$ cat src/rtl/reflet_mem_ctrl_pkg.sv
// Shared constants for the Reflet memory controller: opcodes, FSM encoding,
// access-size codes and opcode classification helpers.
package reflet_mem_ctrl_pkg;

    localparam logic [7:0] inst_pop  = 8'h03;
    localparam logic [7:0] inst_push = 8'h04;
    localparam logic [7:0] inst_call = 8'h05;
    localparam logic [7:0] inst_ret  = 8'h06;
    localparam logic [3:0] opp_str   = 4'hE;
    localparam logic [3:0] opp_load  = 4'hF;
    localparam logic [3:0] pc_id     = 4'hF;

    localparam logic [1:0] ST_IDLE  = 2'd0;
    localparam logic [1:0] ST_FETCH = 2'd1;
    localparam logic [1:0] ST_DATA  = 2'd2;
    localparam logic [1:0] ST_EXEC  = 2'd3;

    localparam logic [1:0] RB_WORD = 2'd0;
    localparam logic [1:0] RB_8    = 2'd1;
    localparam logic [1:0] RB_16   = 2'd2;
    localparam logic [1:0] RB_32   = 2'd3;

    function automatic logic op_is_stack(input logic [7:0] op);
        return (op == inst_pop) || (op == inst_push) || (op == inst_call) || (op == inst_ret);
    endfunction

    function automatic logic op_is_mem(input logic [7:0] op);
        return op_is_stack(op) || (op[7:4] == opp_str) || (op[7:4] == opp_load);
    endfunction

    function automatic logic op_is_write(input logic [7:0] op);
        return (op == inst_push) || (op == inst_call) || (op[7:4] == opp_str);
    endfunction

    // push and call pre-decrement the stack pointer by the access size
    function automatic logic op_is_predec(input logic [7:0] op);
        return (op == inst_push) || (op == inst_call);
    endfunction

    function automatic logic op_targets_pc(input logic [7:0] op);
        return (op == inst_call) || (op == inst_ret);
    endfunction

endpackage

$ cat src/rtl/reflet_mem_lanes.sv
// Byte-lane datapath: size clip, address alignment, lane enables,
// write-data shift and read-data extraction.
module reflet_mem_lanes
    import reflet_mem_ctrl_pkg::*;
#(
    parameter int wordsize = 16,
    localparam int lanes = wordsize / 8
) (
    input  logic [wordsize-1:0] i_base,
    input  logic                i_predec,
    input  logic                i_byte_only,
    input  logic [1:0]          i_reduced_bits,
    input  logic [wordsize-1:0] i_wdata,
    input  logic [wordsize-1:0] i_rdata,
    output logic [wordsize-1:0] o_addr,
    output logic [lanes-1:0]    o_byte_en,
    output logic [wordsize-1:0] o_wdata,
    output logic [wordsize-1:0] o_rdata,
    output logic                o_misaligned
);

    localparam logic [3:0]          LANES4    = 4'(lanes);
    localparam logic [wordsize-1:0] ONE       = {{(wordsize-1){1'b0}}, 1'b1};
    localparam logic [wordsize-1:0] LANE_MASK = wordsize'(lanes - 1);

    logic [3:0]          w_n_raw;
    logic [3:0]          w_n;
    logic [wordsize-1:0] w_n_ws;
    logic [wordsize-1:0] w_size_mask;
    logic [wordsize-1:0] w_raw;
    logic [3:0]          w_off;
    logic [6:0]          w_shamt;
    logic [wordsize-1:0] w_byte_mask;

    // Decode the requested size in bytes before clipping to the bus width
    always_comb begin
        w_n_raw = LANES4;
        if (i_byte_only) begin
            w_n_raw = 4'd1;
        end else begin
            case (i_reduced_bits)
                RB_8:    w_n_raw = 4'd1;
                RB_16:   w_n_raw = 4'd2;
                RB_32:   w_n_raw = 4'd4;
                default: w_n_raw = LANES4;
            endcase
        end
    end

    assign w_n          = (w_n_raw > LANES4) ? LANES4 : w_n_raw;
    assign w_n_ws       = {{(wordsize-4){1'b0}}, w_n};
    assign w_size_mask  = w_n_ws - ONE;
    assign w_raw        = i_predec ? (i_base - w_n_ws) : i_base;
    assign o_addr       = w_raw & ~w_size_mask;
    assign o_misaligned = |(w_raw & w_size_mask);
    assign w_off        = 4'(o_addr & LANE_MASK);
    assign w_shamt      = {w_off, 3'b000};

    // Per-lane enables and the n-byte data mask; alignment keeps off+n within the bus
    always_comb begin
        w_byte_mask = {wordsize{1'b0}};
        o_byte_en   = {lanes{1'b0}};
        for (int i = 0; i < lanes; i++) begin
            w_byte_mask[8*i +: 8] = (4'(i) < w_n) ? 8'hFF : 8'h00;
            o_byte_en[i]          = (4'(i) >= w_off) && (4'(i) < (w_off + w_n));
        end
    end

    assign o_wdata = (i_wdata & w_byte_mask) << w_shamt;
    assign o_rdata = (i_rdata >> w_shamt) & w_byte_mask;

endmodule

$ cat src/rtl/reflet_mem_ctrl.sv
// Reflet CPU-to-memory controller: instruction fetch, stack/load/store data
// phase over a req/ack handshake, and CPU stall generation.
module reflet_mem_ctrl
    import reflet_mem_ctrl_pkg::*;
#(
    parameter int wordsize = 16,
    localparam int lanes = wordsize / 8
) (
    input  logic                clk,
    input  logic                reset,
    input  logic                i_enable,
    input  logic [wordsize-1:0] i_working_register,
    input  logic [wordsize-1:0] i_program_counter,
    input  logic [wordsize-1:0] i_stack_pointer,
    input  logic [wordsize-1:0] i_other_register,
    input  logic [1:0]          i_reduced_bits,
    output logic [7:0]          o_instruction,
    output logic [wordsize-1:0] o_out,
    output logic [3:0]          o_out_reg,
    output logic                o_ram_not_ready,
    output logic                o_misaligned,
    output logic [wordsize-1:0] o_addr,
    output logic [wordsize-1:0] o_data_out,
    output logic [lanes-1:0]    o_byte_en,
    output logic                o_write_en,
    output logic                o_mem_req,
    input  logic                i_mem_ack,
    input  logic [wordsize-1:0] i_data_in
);

    localparam logic [wordsize-1:0] ONE = {{(wordsize-1){1'b0}}, 1'b1};

    logic [1:0]          r_state;
    logic [7:0]          r_instruction;
    logic [wordsize-1:0] r_out;
    logic [3:0]          r_out_reg;

    logic                w_is_data;
    logic                w_req;
    logic                w_is_write;
    logic [wordsize-1:0] w_base;
    logic                w_predec;
    logic                w_byte_only;
    logic [wordsize-1:0] w_wdata;
    logic [wordsize-1:0] w_lane_addr;
    logic [lanes-1:0]    w_lane_be;
    logic [wordsize-1:0] w_lane_wdata;
    logic [wordsize-1:0] w_lane_rdata;
    logic                w_lane_mis;
    logic [7:0]          w_fetch_byte;

    assign w_is_data    = (r_state == ST_DATA);
    assign w_req        = (r_state == ST_FETCH) || w_is_data;
    assign w_is_write   = w_is_data && op_is_write(r_instruction);
    assign w_fetch_byte = w_lane_rdata[7:0];

    // Route the address base and write data for the current phase; the CPU is stalled so these are stable
    always_comb begin
        w_base      = i_program_counter;
        w_predec    = 1'b0;
        w_byte_only = 1'b1;
        w_wdata     = i_working_register;
        if (w_is_data) begin
            w_byte_only = 1'b0;
            w_base      = op_is_stack(r_instruction) ? i_stack_pointer : i_other_register;
            w_predec    = op_is_predec(r_instruction);
            w_wdata     = (r_instruction == inst_call) ? i_program_counter : i_working_register;
        end else begin
            w_byte_only = 1'b1;
        end
    end

    reflet_mem_lanes #(.wordsize(wordsize)) u_lanes (
        .i_base         (w_base),
        .i_predec       (w_predec),
        .i_byte_only    (w_byte_only),
        .i_reduced_bits (i_reduced_bits),
        .i_wdata        (w_wdata),
        .i_rdata        (i_data_in),
        .o_addr         (w_lane_addr),
        .o_byte_en      (w_lane_be),
        .o_wdata        (w_lane_wdata),
        .o_rdata        (w_lane_rdata),
        .o_misaligned   (w_lane_mis)
    );

    assign o_mem_req       = w_req;
    assign o_addr          = w_req ? w_lane_addr : {wordsize{1'b0}};
    assign o_byte_en       = w_req ? w_lane_be : {lanes{1'b0}};
    assign o_data_out      = w_is_write ? w_lane_wdata : {wordsize{1'b0}};
    assign o_write_en      = w_is_write;
    assign o_misaligned    = w_is_data && w_lane_mis;
    assign o_ram_not_ready = (r_state != ST_EXEC);
    assign o_instruction   = r_instruction;
    assign o_out           = r_out;
    assign o_out_reg       = r_out_reg;

    // Phase sequencing; a transfer completes only on an enabled edge with req and ack both high
    always_ff @(posedge clk) begin
        if (!reset) begin
            r_state       <= ST_IDLE;
            r_instruction <= 8'h00;
            r_out         <= {wordsize{1'b0}};
            r_out_reg     <= 4'd0;
        end else if (i_enable) begin
            case (r_state)
                ST_IDLE: r_state <= ST_FETCH;
                ST_FETCH: begin
                    if (i_mem_ack) begin
                        r_instruction <= w_fetch_byte;
                        r_out_reg     <= op_targets_pc(w_fetch_byte) ? pc_id : 4'd0;
                        if (op_is_mem(w_fetch_byte)) begin
                            r_state <= ST_DATA;
                        end else begin
                            r_out   <= i_working_register;
                            r_state <= ST_EXEC;
                        end
                    end
                end
                ST_DATA: begin
                    if (i_mem_ack) begin
                        if (op_is_write(r_instruction)) begin
                            r_out <= i_working_register;
                        end else if (r_instruction == inst_ret) begin
                            r_out <= w_lane_rdata + ONE;
                        end else begin
                            r_out <= w_lane_rdata;
                        end
                        r_state <= ST_EXEC;
                    end
                end
                ST_EXEC: r_state <= ST_FETCH;
                default: r_state <= ST_IDLE;
            endcase
        end
    end

endmodule

$ cat config.mk
export PLATFORM = sky130hd
export DESIGN_NAME = reflet_mem_ctrl
export DESIGN_NICKNAME = d
export VERILOG_FILES = /design/src/rtl/reflet_mem_ctrl_pkg.sv /design/src/rtl/reflet_mem_lanes.sv /design/src/rtl/reflet_mem_ctrl.sv
export SDC_FILE = /design/constraint.sdc
export NUM_CORES = 1
export LEC_CHECK = 0
export ABC_AREA = 0
export CAP_MARGIN = 10
export CORE_MARGIN = 4
export CORE_UTILIZATION = 40
export DETAILED_ROUTE_END_ITERATION = 10
export GPL_TIMING_DRIVEN = 0
export PLACE_DENSITY_LB_ADDON = 0.2
export SLEW_MARGIN = 25
export SYNTH_ARGS = -nofsm -noshare
export SYNTH_HDL_FRONTEND = slang
export SYNTH_HIERARCHICAL = 1
export SYNTH_SLANG_ARGS = --single-unit
$ cat constraint.sdc
create_clock -name clk -period 4.8 [get_ports clk]
set_input_delay 0.96 -clock clk [delete_from_list [all_inputs] [get_ports clk]]
set_output_delay 0.96 -clock clk [all_outputs]
set_load 0.01 [all_outputs]
==> flow_metrics.tcl <==
set metrics [dict create \
    violations "setup timing" \
    die_w_um 103 \
    hold_viol 0 \
    worst_slew_pin_slew_ns 0.615 \
    routed_via_density 5.58 \
    cap_violations 0 \
    rsz0062_at_grt "true" \
    r2r-start "o_instruction[7]$_SDFFE_PN0P_" \
    status "finished with violations" \
    min_path_type "flip-flop to flip-flop" \
    largest_reg_flops 17 \
    grt_pass1_wl_um 21400 \
    worstSetupEndpointType "primary output" \
    power.total_w 0.000896 \
    ctsRootBufferMaster "clkbuf_8" \
    htreeDepth 1 \
    rows 34 \
    r2r-end "o_out[3]$_SDFFE_PN0P_" \
    routed-via-count 4352 \
    p_leak_nw 2.33 \
    r2r.worst_path.cells 17 \
    holdPathEnd "o_out[0]$_SDFFE_PN0P_" \
    relSlewSlack 0.587 \
    synth_edf_count 0 \
    clk_pin_slew_worst_paths_ns 0.10 \
    finalSetupViolCount 1 \
    worst_slack_ns -0.0480 \
    cts_buffers 3 \
    wl_met1_um 6300 \
    area_delta_synth_final_pct 54.8 \
    crit_type "primary input to primary output" \
    antenna_cells 0 \
    finClkSkew_ns 0.00733 \
    synth_cell_types 67 \
    cts_tree "yes" \
    grt_max_degree 15 \
    dieArea_um2 10600 \
    layout.nets 775 \
    max_freq_ghz 0.206 \
    first_global_vias 4164 \
    powerDensity_nw_per_um2 160 \
    seq_area_frac_synth 0.150 \
    tns_ns -0.0480 \
    drive_above_1_share 0.162 \
    cp_max_fo 11 \
    period_share 1.01 \
    dp_hpwl_um 11300 \
    final_max_slew_viol_count 0 \
    grt_usage 0.255 \
    clk_path_buf_depth 2 \
    wirelength_um 14200 \
    initial_utilization 0.412 \
    period_minus_slack_ns 4.85 \
    io_buffers 151 \
    first_pass_iters 5 \
    hold_depth 2 \
    synth_flop_cell "dfxtp_1" \
    required_ns 3.84 \
    cp-start-kind "primary input" \
    synth_cells 503 \
    core_um2 8760 \
    avgRoutedWirePerCell_um 18.3 \
    ir_worst_vdd_mv 0.126 \
    dr.max_layer_used "met4" \
    wl_met3_um 1060 \
    min-delay-start "o_out[0]$_SDFFE_PN0P_" \
    synth_area_per_cell_um2 7.17 \
    drtIter0Drc 241 \
    overflow 0 \
    grt_antenna_before_repair 0 \
    yosysWarnings 6 \
    worst_skew_pair.late_latency_ns 0.28 \
    synth_seq_cells 27 \
    die_y_um 103 \
    synthArstFlopShare 0 \
    post-route-drc-count 0 \
    antenna_left 0 \
    stdcell_count 780 \
    routabilityCongestion 0.903 \
    synth_area_um2 3610 \
    clock-sinks 27 \
    pin_count 152 \
    wl_met2_um 6650 \
    ff2ff_setup_slack_ns 0.19 \
    hold_slack_ns 0.486 \
    cp.arrival_ns 3.89 \
    dp_cells 763 \
]
## synthesized netlist by cell type, types with 14 or more instances
| library cell | number | area [um^2] |
|---|---|---|
| dfxtp_1 | 27 | 541 |
| and3_1 | 22 | 138 |
| nor2_1 | 50 | 188 |
| nand3_1 | 14 | 70.1 |
| inv_1 | 15 | 56.3 |
| mux2i_1 | 20 | 200 |
| clkbuf_1 | 23 | 86.3 |
| nor2b_1 | 22 | 138 |
| nand2_1 | 67 | 251 |
| ha_1 | 15 | 188 |
| xor2_1 | 14 | 123 |
| a21oi_1 | 35 | 175 |
## cell usage in the layout (no fill, tap or decap), types with 3 or more instances in the layout
cell             synthesis  layout
a21oi_1                 35      28
buf_2                    9       9
xor2_1                  14      14
nor2b_1                 22      22
mux2i_1                 20      18
nand4_1                 11      11
dlygate4sd2_1            0      15
ha_1                    15      14
clkbuf_1                23      17
a21oi_2                  0       5
o21ai_0                 10      10
inv_1                   15      11
or2_4                    0       3
buf_4                    4      22
nor4_1                   8       7
xnor2_1                 10       8
o221ai_1                 4       4
mux2_1                  10      10
or4_4                    2       4
o211ai_1                 9       9
clkdlybuf4s50_1          0     128
a21boi_0                 8       8
nand2_1                 67      66
clkbuf_8                 0       6
nand2b_1                 8       8
buf_6                    3       4
mux2_2                   7       6
dfxtp_1                 27      22
inv_2                    1       4
nand3_1                 14      13
nor2_1                  50      50
nand3b_1                 3       3
o22ai_2                  7       7
dfxtp_2                  0       4
o21ai_1                  3       3
and2_1                  12      11
and3_1                  22      22
## per-stage QoR
stage	util	worst slack, ns	area, um^2
2_1_floorplan	-	0.0160	3610
3_3_place_gp	0.600	-1.24	5260
3_5_place_dp	0.600	-1.26	5260
4_1_cts	0.623	-0.0510	5460
5_1_grt	0.637	-0.132	5590
6_report	0.637	-0.0480	5590
## worst max-delay path by stage
stage | start | end | slack (ns) | cells after the start
floorplan | o_instruction[7]$_SDFFE_PN0P_ | o_out[0]$_SDFFE_PN0P_ | 0.02 | 21
global placement | i_reduced_bits[1] | o_misaligned | -1.24 | 14
detailed placement | i_reduced_bits[1] | o_misaligned | -1.26 | 14
CTS | o_instruction[7]$_SDFFE_PN0P_ | o_misaligned | -0.05 | 16
global route | o_instruction[7]$_SDFFE_PN0P_ | o_misaligned | -0.13 | 15
finish | i_reduced_bits[1] | o_misaligned | -0.05 | 14
## layer usage
metal / track usage / vias up
met3: 0.0392 / 23
met1: 0.358 / 2022
li1: - / 2115
met2: 0.411 / 192
met5: 0 / -
met4: 0.0568 / 0
## power breakdown
part | leakage (nW) | total (W) | internal (W) | switching (W)
logic | 2.09 | 0.000520 | 0.000245 | 0.000275
registers | 0.222 | 0.000241 | 0.000233 | 0.00000800
clock network | 0.0228 | 0.000135 | 0.0000597 | 0.0000754
total | 2.33 | 0.000896 | 0.000538 | 0.000358
## layout make-up
class                      instances  area (um^2)
multi-input combinational        422         2970
inverter                          16         63.8
clock buffer                       4         45.0
fill                             824         3180
buffer                            36          225
sequential                        27          549
tap                              108          135
timing repair buffer             167         1590
## kinds of logic after synthesis
logic type | synth area share
AO/OA/AOI/OAI | 0.189
XOR/XNOR | 0.0583
adder cells (fa/ha/maj) | 0.0576
buffers and inverters | 0.0707
flip-flops | 0.150
multiplexers | 0.109
other | 0.00104
AND/OR/NAND/NOR | 0.365
## timing repair
action,CTS,global route
hold buffers,0,0
gates resized for setup,74,25
buffers inserted,7,9
pin swaps,5,5
hold endpoints to repair,0,0
setup endpoints to repair,52,42
gates cloned,0,0
## critical path: stages
cell	delay, ns
clkdlybuf4s50_1	0.46
inv_1	0.06
a21oi_2	0.17
clkbuf_8	0.16
clkbuf_8	0.17
clkinvlp_4	0.12
fa_2	0.40
or2_4	0.27
or4_4	0.52
nand4_1	0.11
nor4_2	0.05
a31oi_1	0.16
and2_1	0.14
buf_2	0.13
(Power assumes the default switching activity.)
==> RTL change (config.mk and constraints unchanged) <==
Reset style: asynchronous (`reset`), changed in one clocked block.
--- a/src/rtl/reflet_mem_ctrl.sv
+++ b/src/rtl/reflet_mem_ctrl.sv
@@ -96,7 +96,7 @@
     assign o_out_reg       = r_out_reg;
 
     // Phase sequencing; a transfer completes only on an enabled edge with req and ack both high
-    always_ff @(posedge clk) begin
+    always_ff @(posedge clk or negedge reset) begin
         if (!reset) begin
             r_state       <= ST_IDLE;
             r_instruction <= 8'h00;
Behaviour: differs if reset is asserted again (counterexample within 4 cycles, from zero or initial values and one cycle with reset low); with reset held inactive, the same outputs for 4 cycles.
==> RTL change against the original RTL <==
Sequential cell count unchanged. Global-route usage increased by 0.18 points. Routed wire length increased by 0.67%. Area after synthesis decreased by 0.83%. Worst hold slack about the same. Register-to-register slack improved by 60 ps. Setup slack improved by 64 ps. Clock skew decreased by 4.5 ps. Non-clock buffer count increased by 2. Final area increased by 0.94%. Via count decreased by 1.1%.
Power is not compared: it rests on default switching activity, and its combinational part moved more than twofold at a synthesized area within 25%.
==> RTL change: results (changes against the original RTL) <==
- Instance area at placement: 0.00522 mm^2 (-0.67%)
- Layout cell share with drive strength beyond 1: 0.173 (+0.0108)
- Vias in the first global route: 4061 (-2.5%)
- First-pass GRT wire length: 21.4 mm (+0.16%)
- Dpl ws: -1300 ps (-36.5 ps)
- Cell area after layout: 0.00564 mm^2 (+0.94%)
- Buffering overhead: 0.334 (+0.00806)
- Fin nets: 762 (-1.7%)
- Post-synthesis mux area share: 0.126 (+0.0173)
- Data arrival, critical path: 3820 ps (-70 ps)
- Layout clock area frac: 0.00799 (-0.0000752)
- GR Layer Usage met3: 0.0433 (+0.00406)
- Largest stage delay, worst path: 540 ps (+20 ps)
- GP Congestion: 0.927 (+2.7%)
- Crit-path max FO: 8 (-3)
- Non-clock inverter count: 17 (+1)
- Asr flop ratio synth: 1.00 (+1.00)
- Worst r2r src: r_state[0]
- Adder-Cell Fraction of Synth Area: 0.0580 (+0.000483)
- Worst hold slack: 486 ps (+0.115 ps)
- Sequential cell area share: 0.121 (+0.0222)
- Dpl cells: 740 (-3.0%)
- GR Util met2: 0.419 (+0.00811)
- R2R depth: 20 (+3)
- Synth top area cells: dfrtp_1 19%, mux2_2 7.2%, ha_1 5.2%
- Synth Area in XOR/XNOR: 0.0587 (+0.000489)
- Worst hold stages: 1 (-1)
- Non-clock buffers: 205 (+0.99%)
- Met1 Usage GRT: 0.365 (+0.00669)
- HPWL Detailed: 11.2 mm (-0.74%)
- Multi-input gates: 406 (-3.8%)
- Flop-to-flop setup slack: 250 ps (+60 ps)
- Worst reg2reg endpoint: o_out[6]
- Post-synthesis sequential area ratio: 0.189 (+0.0390)
- Drt first-iter violations: 304 (+26%)
- Layout Cells excl Fill: 767 (-1.7%)
- CP endpoint: o_data_out[8]
- Min-delay src: o_out[2]
- Synth Instances: 480 (-4.6%)
- Fillers: 779 (-5.5%)
- Commonest cells in the synthesized netlist: 50 x nor2_1, 49 x nand2_1, 32 x a21oi_1
- Rel. slew slack: 0.495 (-0.0925)
- Status: completed
- Hold Crit Endpoint: o_out[2]
- Fmax: 0.209 GHz (+1.3%)
==> RTL change: changes by cell type in the layout (fill, tap and decap cells not counted), sizes merged, moves of 10 or more <==
cell	before	now
dlygate4sd2	15	3
nand2	68	49
nand3	14	24
dfxtp	27	0
o21ai	13	23
clkdlybuf4s50	128	143
dfrtp	0	27
==> RTL change: layer usage <==
metal / vias to the layer above / wire length, um
met5: - / 0
li1: 2054 / -
met1: 2028 / 6170
met3: 18 / 1240
met2: 202 / 6720
met4: 0 / 211
==> RTL change: kinds of logic after synthesis <==
| group | count (synthesis) |
|---|---|
| fa+ha+maj | 16 |
| xor+xnor | 24 |
| flops | 27 |
| other cells | 1 |
| simple gates | 231 |
| mux | 42 |
| buf+inv | 48 |
| compound gates | 91 |
==> RTL change: repair_timing <==
| action | in CTS | in global routing |
|---|---|---|
| setup buffers | 2 | 23 |
| endpoints found under the setup margin | 52 | 47 |
| gates resized for setup | 42 | 38 |
| pin swaps | 3 | 8 |
